===== src/rtl/elastic_register_chain.sv =====
// elastic_register_chain
// WIDTH-bit words move through STAGES register stages. Each stage has its own
// valid bit. The chain supports valid/ready backpressure, bubble collapsing
// and a synchronous flush.
// Optional build macro ELASTIC_CHAIN_OCC_EN adds a registered occupancy
// counter and its output port. With the macro undefined, the port and the
// counter are absent.
module elastic_register_chain #(
  parameter int WIDTH  = 5,
  parameter int STAGES = 5
) (
  input  logic             clk,
  input  logic             rst,
  input  logic             flush,
  input  logic [WIDTH-1:0] in_data,
  input  logic             in_valid,
  output logic             in_ready,
  output logic [WIDTH-1:0] out_data,
  output logic             out_valid,
  input  logic             out_ready
`ifdef ELASTIC_CHAIN_OCC_EN
  ,
  output logic [$clog2(STAGES+1)-1:0] occupancy
`endif
);

  // Per-stage payload and valid state; stage 0 is the input end.
  logic [WIDTH-1:0]  data_reg [STAGES];
  logic [STAGES-1:0] valid_reg;

  // Per-stage accept term and the word each stage would load.
  logic [STAGES-1:0] acc;
  logic [WIDTH-1:0]  src_data [STAGES];
  logic [STAGES-1:0] src_valid;

  // The last stage can load when it is empty or when the consumer takes its word.
  always_comb begin
    acc[STAGES-1] = !valid_reg[STAGES-1] | out_ready;
  end

  genvar gi;
  generate
    for (gi = 0; gi < STAGES - 1; gi++) begin : g_acc
      // A stage can load when it is empty or when its successor moves on.
      // This ripples the ready path combinationally from out_ready back to stage 0.
      always_comb begin
        acc[gi] = !valid_reg[gi] | acc[gi+1];
      end
    end

    for (gi = 0; gi < STAGES; gi++) begin : g_stage
      if (gi == 0) begin : g_src_in
        // Stage 0 takes its word from the chain input.
        always_comb begin
          src_data[gi]  = in_data;
          src_valid[gi] = in_valid;
        end
      end else begin : g_src_prev
        // Later stages take the word from the previous stage.
        always_comb begin
          src_data[gi]  = data_reg[gi-1];
          src_valid[gi] = valid_reg[gi-1];
        end
      end

      // Stage register: clear on reset, drop valid on flush, load when accepting, else hold.
      always_ff @(posedge clk or posedge rst) begin
        if (rst) begin
          data_reg[gi]  <= '0;
          valid_reg[gi] <= 1'b0;
        end else if (flush) begin
          valid_reg[gi] <= 1'b0;
        end else if (acc[gi]) begin
          data_reg[gi]  <= src_data[gi];
          valid_reg[gi] <= src_valid[gi];
        end
      end
    end
  endgenerate

  // Drive the outputs from the tail stage. Input is refused during a flush,
  // because the word would be discarded anyway.
  always_comb begin
    out_data  = data_reg[STAGES-1];
    out_valid = valid_reg[STAGES-1];
    in_ready  = acc[0] & !flush;
  end

`ifdef ELASTIC_CHAIN_OCC_EN
  localparam int OCC_W = $clog2(STAGES + 1);

  logic             in_xfer;
  logic             out_xfer;
  logic [OCC_W-1:0] occ_reg;
  logic [OCC_W-1:0] occ_next;

  // Next occupancy: +1 per input transfer and -1 per output transfer.
  // A flush clears the count and ignores same-cycle transfers.
  always_comb begin
    in_xfer  = in_valid & in_ready;
    out_xfer = out_valid & out_ready;
    occ_next = occ_reg;
    if (flush) begin
      occ_next = '0;
    end else if (in_xfer && !out_xfer) begin
      occ_next = occ_reg + 1'b1;
    end else if (out_xfer && !in_xfer) begin
      occ_next = occ_reg - 1'b1;
    end
  end

  // Occupancy counter register.
  always_ff @(posedge clk or posedge rst) begin
    if (rst) begin
      occ_reg <= '0;
    end else begin
      occ_reg <= occ_next;
    end
  end

  assign occupancy = occ_reg;
`endif

endmodule

===== config.mk =====
export PLATFORM = sky130hd
export DESIGN_NAME = elastic_register_chain
export DESIGN_NICKNAME = d
export VERILOG_FILES = /design/src/rtl/elastic_register_chain.sv
export SDC_FILE = /design/constraint.sdc
export NUM_CORES = 1
export LEC_CHECK = 0
export CORE_ASPECT_RATIO = 1.5
export CORE_MARGIN = 2
export CORE_UTILIZATION = 50
export CTS_CLUSTER_SIZE = 10
export DETAILED_ROUTE_END_ITERATION = 16
export PLACE_DENSITY = 0.85
export SKIP_LAST_GASP = 1
export SLEW_MARGIN = 20
export SYNTH_ARGS = -nofsm -noshare
export SYNTH_HDL_FRONTEND = slang
export SYNTH_SLANG_ARGS = --single-unit

===== constraint.sdc =====
create_clock -name clk -period 1.9 [get_ports clk]
set_input_delay 0.285 -clock clk [delete_from_list [all_inputs] [get_ports clk]]
set_output_delay 0.285 -clock clk [all_outputs]
set_load 0.02 [all_outputs]

==> results by group, run 1 <==
Pwr
  – Combinational power share: 0.188
  – Worst VDD drop: between 0.5 and 0.6 mV
  – Total Power: 1453 uW
  – Switching power total: 363.9 uW
  – Clock power frac: 0.263
  – Leak: 0.0006362 uW
  – Pwr Density: 1007 nW/um^2
  – Sequential Power Share: 0.549
  – Sw Share: 0.2504
  – Int Pwr: 1090 uW

Critical path
  – CP Cell Sequence: clkdlybuf4s50_1, and4b_1, a31oi_4, clkbuf_2
  – CP endpoint kind: primary output
  – Crit Path Max Fanout: 3
  – WP buf/inv: 2
  – WP data required: 1.62 ns
  – Crit Path Category: input port to primary output
  – Max stage delay cell, worst path: clkdlybuf4s50_1
  – R2r startpoint: out_valid
  – Cell family with most CP delay: buffers and inverters
  – WP data arrival: 1.43 ns
  – CP startpoint: out_ready
  – Critical Path Max Stage Delay: 0.49 ns
  – Worst setup SP type: input port

STA
  – Period utilization: 0.9047
  – Worst Clk Skew: 0.003797 ns
  – Fin crit period: ~1.7 ns
  – Max-slew violations: 0
  – Max-slew headroom: 0.7565
  – Setup violations, final: 0
  – Unrepaired setup endpoints after global routing: no
  – Worst-Margin Slew: 0.3652 ns
  – Max Fclk: between 0.5 and 0.6 GHz
  – Final Hold Vio Count: 0
  – Setup TNS Final: 0 ns

CTS
  – Clk buf depth: 2
  – Post-CTS Repair Setup Buffers: 0
  – H-tree Lvls: 2
  – Clk Latency, worst-skew pair: approximately 0.32 ns
  – CTS tree: built
  – CTS clk-pin slew, worst paths: approximately 0.09 ns
  – CTS Sinks: 30
  – CTS Buf Count: 5
  – CTS root buffer: clkbuf_4

Layout
  – Post-route cell area: 1443 um^2
  – Final cell count without fillers: 127
  – Max reg flops: 20
  – Leading cell type in the layout, fill and taps excluded: dfrtp_1
  – Syn-to-layout area delta: 19.48%
  – FILL cells: about 190
  – Fin util: 0.6384
  – Final net count: 113
  – Ant. Diodes: 0
  – Layout cells sized above 1: 0.3942
  – Commonest cells after routing, fill and taps aside: dfrtp_1, mux2_2, clkdlybuf4s50_1

Die
  – Starting Density: 0.5343
  – Chip Height: 64.19 um
  – DIE AREA: 2832 um^2
  – Boundary pin count: 17
  – Row count: 21
  – DIE WIDTH: 44.13 um
  – Core Region: 2260 um^2

Synth
  – Leading area contributor after synthesis: dfrtp_1
  – Yosys reg bits: 30
  – Synthesis warning total: 0
  – Post-synth top area share: 0.6218
  – Synth area leaders: dfrtp_1, mux2_2, buf_4
  – Mean Syn Cell Area: approximately 15 um^2
  – Post-Syn Instances: 81
  – Synthesized cell area: 1207 um^2
  – Synth cell types: 16
  – Mapped Nets: 91
  – Sequential-to-total area share from yosys stat: 0.6218

Global route
  – Initial antenna violation count: 0
  – Gr usage total: 0.1597
  – Largest net degree at the start of global routing: 31
  – First-pass GRT wire length: 3105 um
  – Vias in the first global route: 708
  – GRT Residual Overflow: 0

Placed design
  – DP HPWL: 1316 um
  – PortBufs: 16
  – Placed Cells incl. Taps: 119
  – GP Congestion: 0.6982
  – Placed cell areas: 1388 um^2

Drt
  – TritonRoute pass-1 iters: 4
  – Avg WL per Cell: roughly 14 um
  – Vias/cell: 5.331
  – Post-route ant nets: 0
  – Final WL: 1764 um
  – DR vias: 677
  – Drt first-iter violations: 25
  – DRC errors left: 0

Worst hold path
  – Worst min-delay path class: input port to async pin

Status
  – Status: completed

Flow run
  – Max-Cap Viols: 0
kinds of logic after synthesis:
family	synth area share
flip-flops	0.6218
multiplexers	0.2332
AND/OR/NAND/NOR	0.05701
buffers and inverters	0.04766
AO/OA/AOI/OAI	0.04042
worst reg2reg max path: stages (launching register included):
cell	delay, ns
dfrtp_1	0.41
and4b_1	0.26
buf_4	0.17
a21oi_4	0.22
mux2_2	0.36
synthesized netlist by cell type, drive strengths merged:
cell type,instances
dfrtp,30
mux2,25
nor2,11
buf,7
a21oi,2
a31oi,2
and3b,1
and4b,1
inv,1
nor2b,1
repair_timing:
item                                    CTS  global route
resized for setup                         1             2
pin swaps                                 0             0
cloned                                    0             0
hold buffers                              0             0
endpoints found under the setup margin    1             1
final cells by class:
class,instances,area [um^2],area share
clock inverter,1,5.005,0.003469
timing repair buffer,22,200.2,0.1388
tap,23,28.78,0.01995
inverter,1,3.754,0.002602
multi-input combinational,43,399.1,0.2767
clock buffer,7,55.05,0.03816
sequential,30,750.7,0.5204
power by group through the flow:
stage / sequential [uW] / combinational [uW] / clock [uW]
after floorplan: 795 / 217 / 0
after global placement: 805 / 270 / 0
after detailed placement: 814 / 279 / 0
after CTS: 800 / 279 / 401
after global routing: 815 / 295 / 434
final: 798 / 273 / 382
metrics by stage:
stage          hold WS (ns)  setup WS (ns)
2_1_floorplan        0.3758         0.2713
3_5_place_dp         0.4901        -0.2484
3_3_place_gp         0.4642        -0.2628
6_report             0.3246         0.1811
4_1_cts              0.3232       0.004978
5_1_grt              0.3521         0.1221
worst paths after layout:
kind	to	slack [ns]	cells past startpoint
setup / recovery	in_ready	0.18	4
hold / removal	out_data[1]	0.32	3
setup reg to reg	data_reg[19]	0.36	4
hold reg to reg	data_reg[7]	0.51	1
max in group asynchronous	data_reg[17]	1.31	3
min in group clk	data_reg[7]	0.51	1
per-layer routing:
metal  GRT usage  vias to the layer above  part of all wire
met5           0                        -                 0
met4     0.09091                        0             0.031
met3     0.07627                        7             0.053
met2      0.2574                       14              0.55
met1      0.1632                      336              0.37
li1            -                      320                 -
Note: power is estimated with default switching activity, not from simulation.
==> inputs of run 2 (changes only) <==
CORE_UTILIZATION = 25   (was 50)
CTS_BUF_LIST = sky130_fd_sc_hd__clkbuf_8   (was default)
PLACE_DENSITY = 0.54   (was 0.85)
==> run 2 against run 1 <==
First-iteration DRC count fell by 68%. Clock-buffer cell count fell by 1. Combinational power barely moved. Wire length fell by 1.4%. Via count fell by 0.59%. Cell area rose by 9.5%. Die area rose by 91%.
==> results by group, run 2 (same netlist as run 1, synthesis figures left out) <==
Status
  – Status: completed (unchanged)

STA
  – Worst-Margin Slew: 0.3773 ns (was 0.3652 ns)
  – Setup violations, final: 0 (unchanged)
  – Max-slew violations: 0 (unchanged)
  – Max-slew headroom: 0.7485 (was 0.7565)
  – Hold WS: 0.3854 ns (was 0.3246 ns)
  – Unrepaired setup endpoints after global routing: no (unchanged)
  – Final Hold Vio Count: 0 (unchanged)
  – Worst Clk Skew: 0.005144 ns (was 0.003797 ns)
  – Setup ws final: 0.1585 ns (was 0.1811 ns)
  – Fin crit period: 1.741 ns (was 1.719 ns)
  – Max Fclk: 0.5742 GHz (was 0.5818 GHz)
  – Period utilization: 0.9166 (was 0.9047)

Critical path
  – WP data required: 1.62 ns (about the same)
  – CP endpoint kind: primary output (unchanged)
  – Crit Path Category: input port to primary output (unchanged)
  – WP data arrival: 1.46 ns (was 1.43 ns)
  – Worst setup SP type: input port (unchanged)
  – Crit Path Max Fanout: 3 (unchanged)

Die
  – Chip Height: 89.12 um (was 64.19 um)
  – Boundary pin count: 17 (unchanged)
  – Starting Density: 0.2552 (was 0.5343)
  – DIE WIDTH: 60.74 um (was 44.13 um)
  – Core Region: 4732 um^2 (was 2260 um^2)
  – DIE AREA: 5413 um^2 (was 2832 um^2)
  – Row count: 31 (was 21)

Placed design
  – DP HPWL: 1267 um (was 1316 um)
  – Placed cell areas: 1441 um^2 (was 1388 um^2)
  – PortBufs: 16 (unchanged)
  – Place WS: -0.2646 ns (was -0.2484 ns)
  – GP Congestion: 0.6774 (was 0.6982)

Pwr
  – Leak: 0.0006723 uW (was 0.0006362 uW)
  – Worst VDD drop: 0.5201 mV (was 0.5942 mV)
  – Pwr Density: 1178 nW/um^2 (was 1007 nW/um^2)
  – Total Power: 1859 uW (was 1453 uW)

Global route
  – Vias in the first global route: 665 (was 708)
  – First-pass GRT wire length: 3091 um (was 3105 um)
  – Largest net degree at the start of global routing: 31 (unchanged)
  – GRT Residual Overflow: 0 (unchanged)
  – Gr usage total: 0.08076 (was 0.1597)
  – Initial antenna violation count: 0 (unchanged)

CTS
  – Post-CTS Repair Setup Buffers: 0 (unchanged)
  – H-tree Lvls: 2 (unchanged)
  – CTS tree: built (unchanged)
  – Post-CTS Resized: 2 (was 1)
  – CTS root buffer: clkbuf_8 (was clkbuf_4)
  – Hold_buf cts: 0 (unchanged)
  – CTS Sinks: 30 (unchanged)
  – Clk Latency, worst-skew pair: 0.28 ns (was 0.32 ns)
  – Clk buf depth: 2 (unchanged)
  – CTS clk-pin slew, worst paths: 0.07 ns (was 0.09 ns)
  – CTS Buf Count: 5 (unchanged)

Drt
  – Post-route ant nets: 0 (unchanged)
  – Drt first-iter violations: 8 (was 25)
  – Avg WL per Cell: 10.23 um (was 13.89 um)
  – Final WL: 1739 um (was 1764 um)
  – Vias/cell: 3.959 (was 5.331)
  – TritonRoute pass-1 iters: 4 (unchanged)
  – DR vias: 673 (was 677)
  – DRC errors left: 0 (unchanged)

Layout
  – Leading cell type in the layout, fill and taps excluded: dfrtp_1 (unchanged)
  – Syn-to-layout area delta: 30.78% (was 19.48%)
  – Ant. Diodes: 0 (unchanged)
  – Post-route cell area: 1579 um^2 (was 1443 um^2)
  – Layout cells sized above 1: 0.4038 (was 0.3942)
  – FILL cells: 489 (was 186)
  – Final net count: 113 (unchanged)
  – Commonest cells after routing, fill and taps aside: dfrtp_1, mux2_2, clkdlybuf4s50_1 (unchanged)
  – Max reg flops: 20 (unchanged)

Worst hold path
  – Worst min-delay path class: input port to async pin (unchanged)

Flow run
  – Max-Cap Viols: 0 (unchanged)
run 2: cell count changes in the layout (fill, tap and decap cells not counted), sizes merged:
cell	delta
clkbuf	-1
clkinv	-1
bufinv	+2
run 2: final cells by class:
type,count,area (um^2),area share
inverters,1,3.754,0.002377
well taps,66,82.58,0.05230
clock buffers,6,82.58,0.05230
clock inverters,2,60.06,0.03803
multi-input cells,43,399.1,0.2528
repair buffers,22,200.2,0.1268
flip-flops and latches,30,750.7,0.4754
run 2: routing by layer:
metal	share of wire	GRT usage	up-vias	wire [um]
met2	0.49	0.1163	19	858
li1	-	-	319	-
met1	0.41	0.09384	329	718
met5	0	0	-	0
met4	0.036	0.05929	0	62
met3	0.058	0.03473	6	100
run 2: path summary, 6_finish.rpt:
path,startpoint,end,slack [ns],cells past startpoint
min,rst,data_reg[13],0.39,3
min reg2reg,data_reg[22],data_reg[22],0.49,1
max,out_ready,in_ready,0.16,4
min in group clk,data_reg[22],data_reg[22],0.49,1
max in group asynchronous,rst,out_data[4],1.24,3
max reg2reg,out_valid,data_reg[16],0.39,4
run 2: worst max-delay path, stage by stage:
cell and delay, ns:
clkdlybuf4s50_1 0.50, and4b_1 0.25, a31oi_4 0.22, clkbuf_2 0.20
run 2: metrics by stage:
step                      setup TNS [ns]    util  std cells
after detailed placement         -0.2932  0.3046        162
after floorplan                        0       -         81
after CTS                              0  0.3347        170
final                                  0  0.3337        170
after global placement           -0.3145  0.3046        162
after global routing                   0  0.3337        170
run 2: where the power goes:
part	switching, uW	leakage (uW)	internal [uW]	total (uW)
sequential	51.2	0.000362	747	798
clock	230	0.0000714	559	789
combinational	107	0.000239	165	272
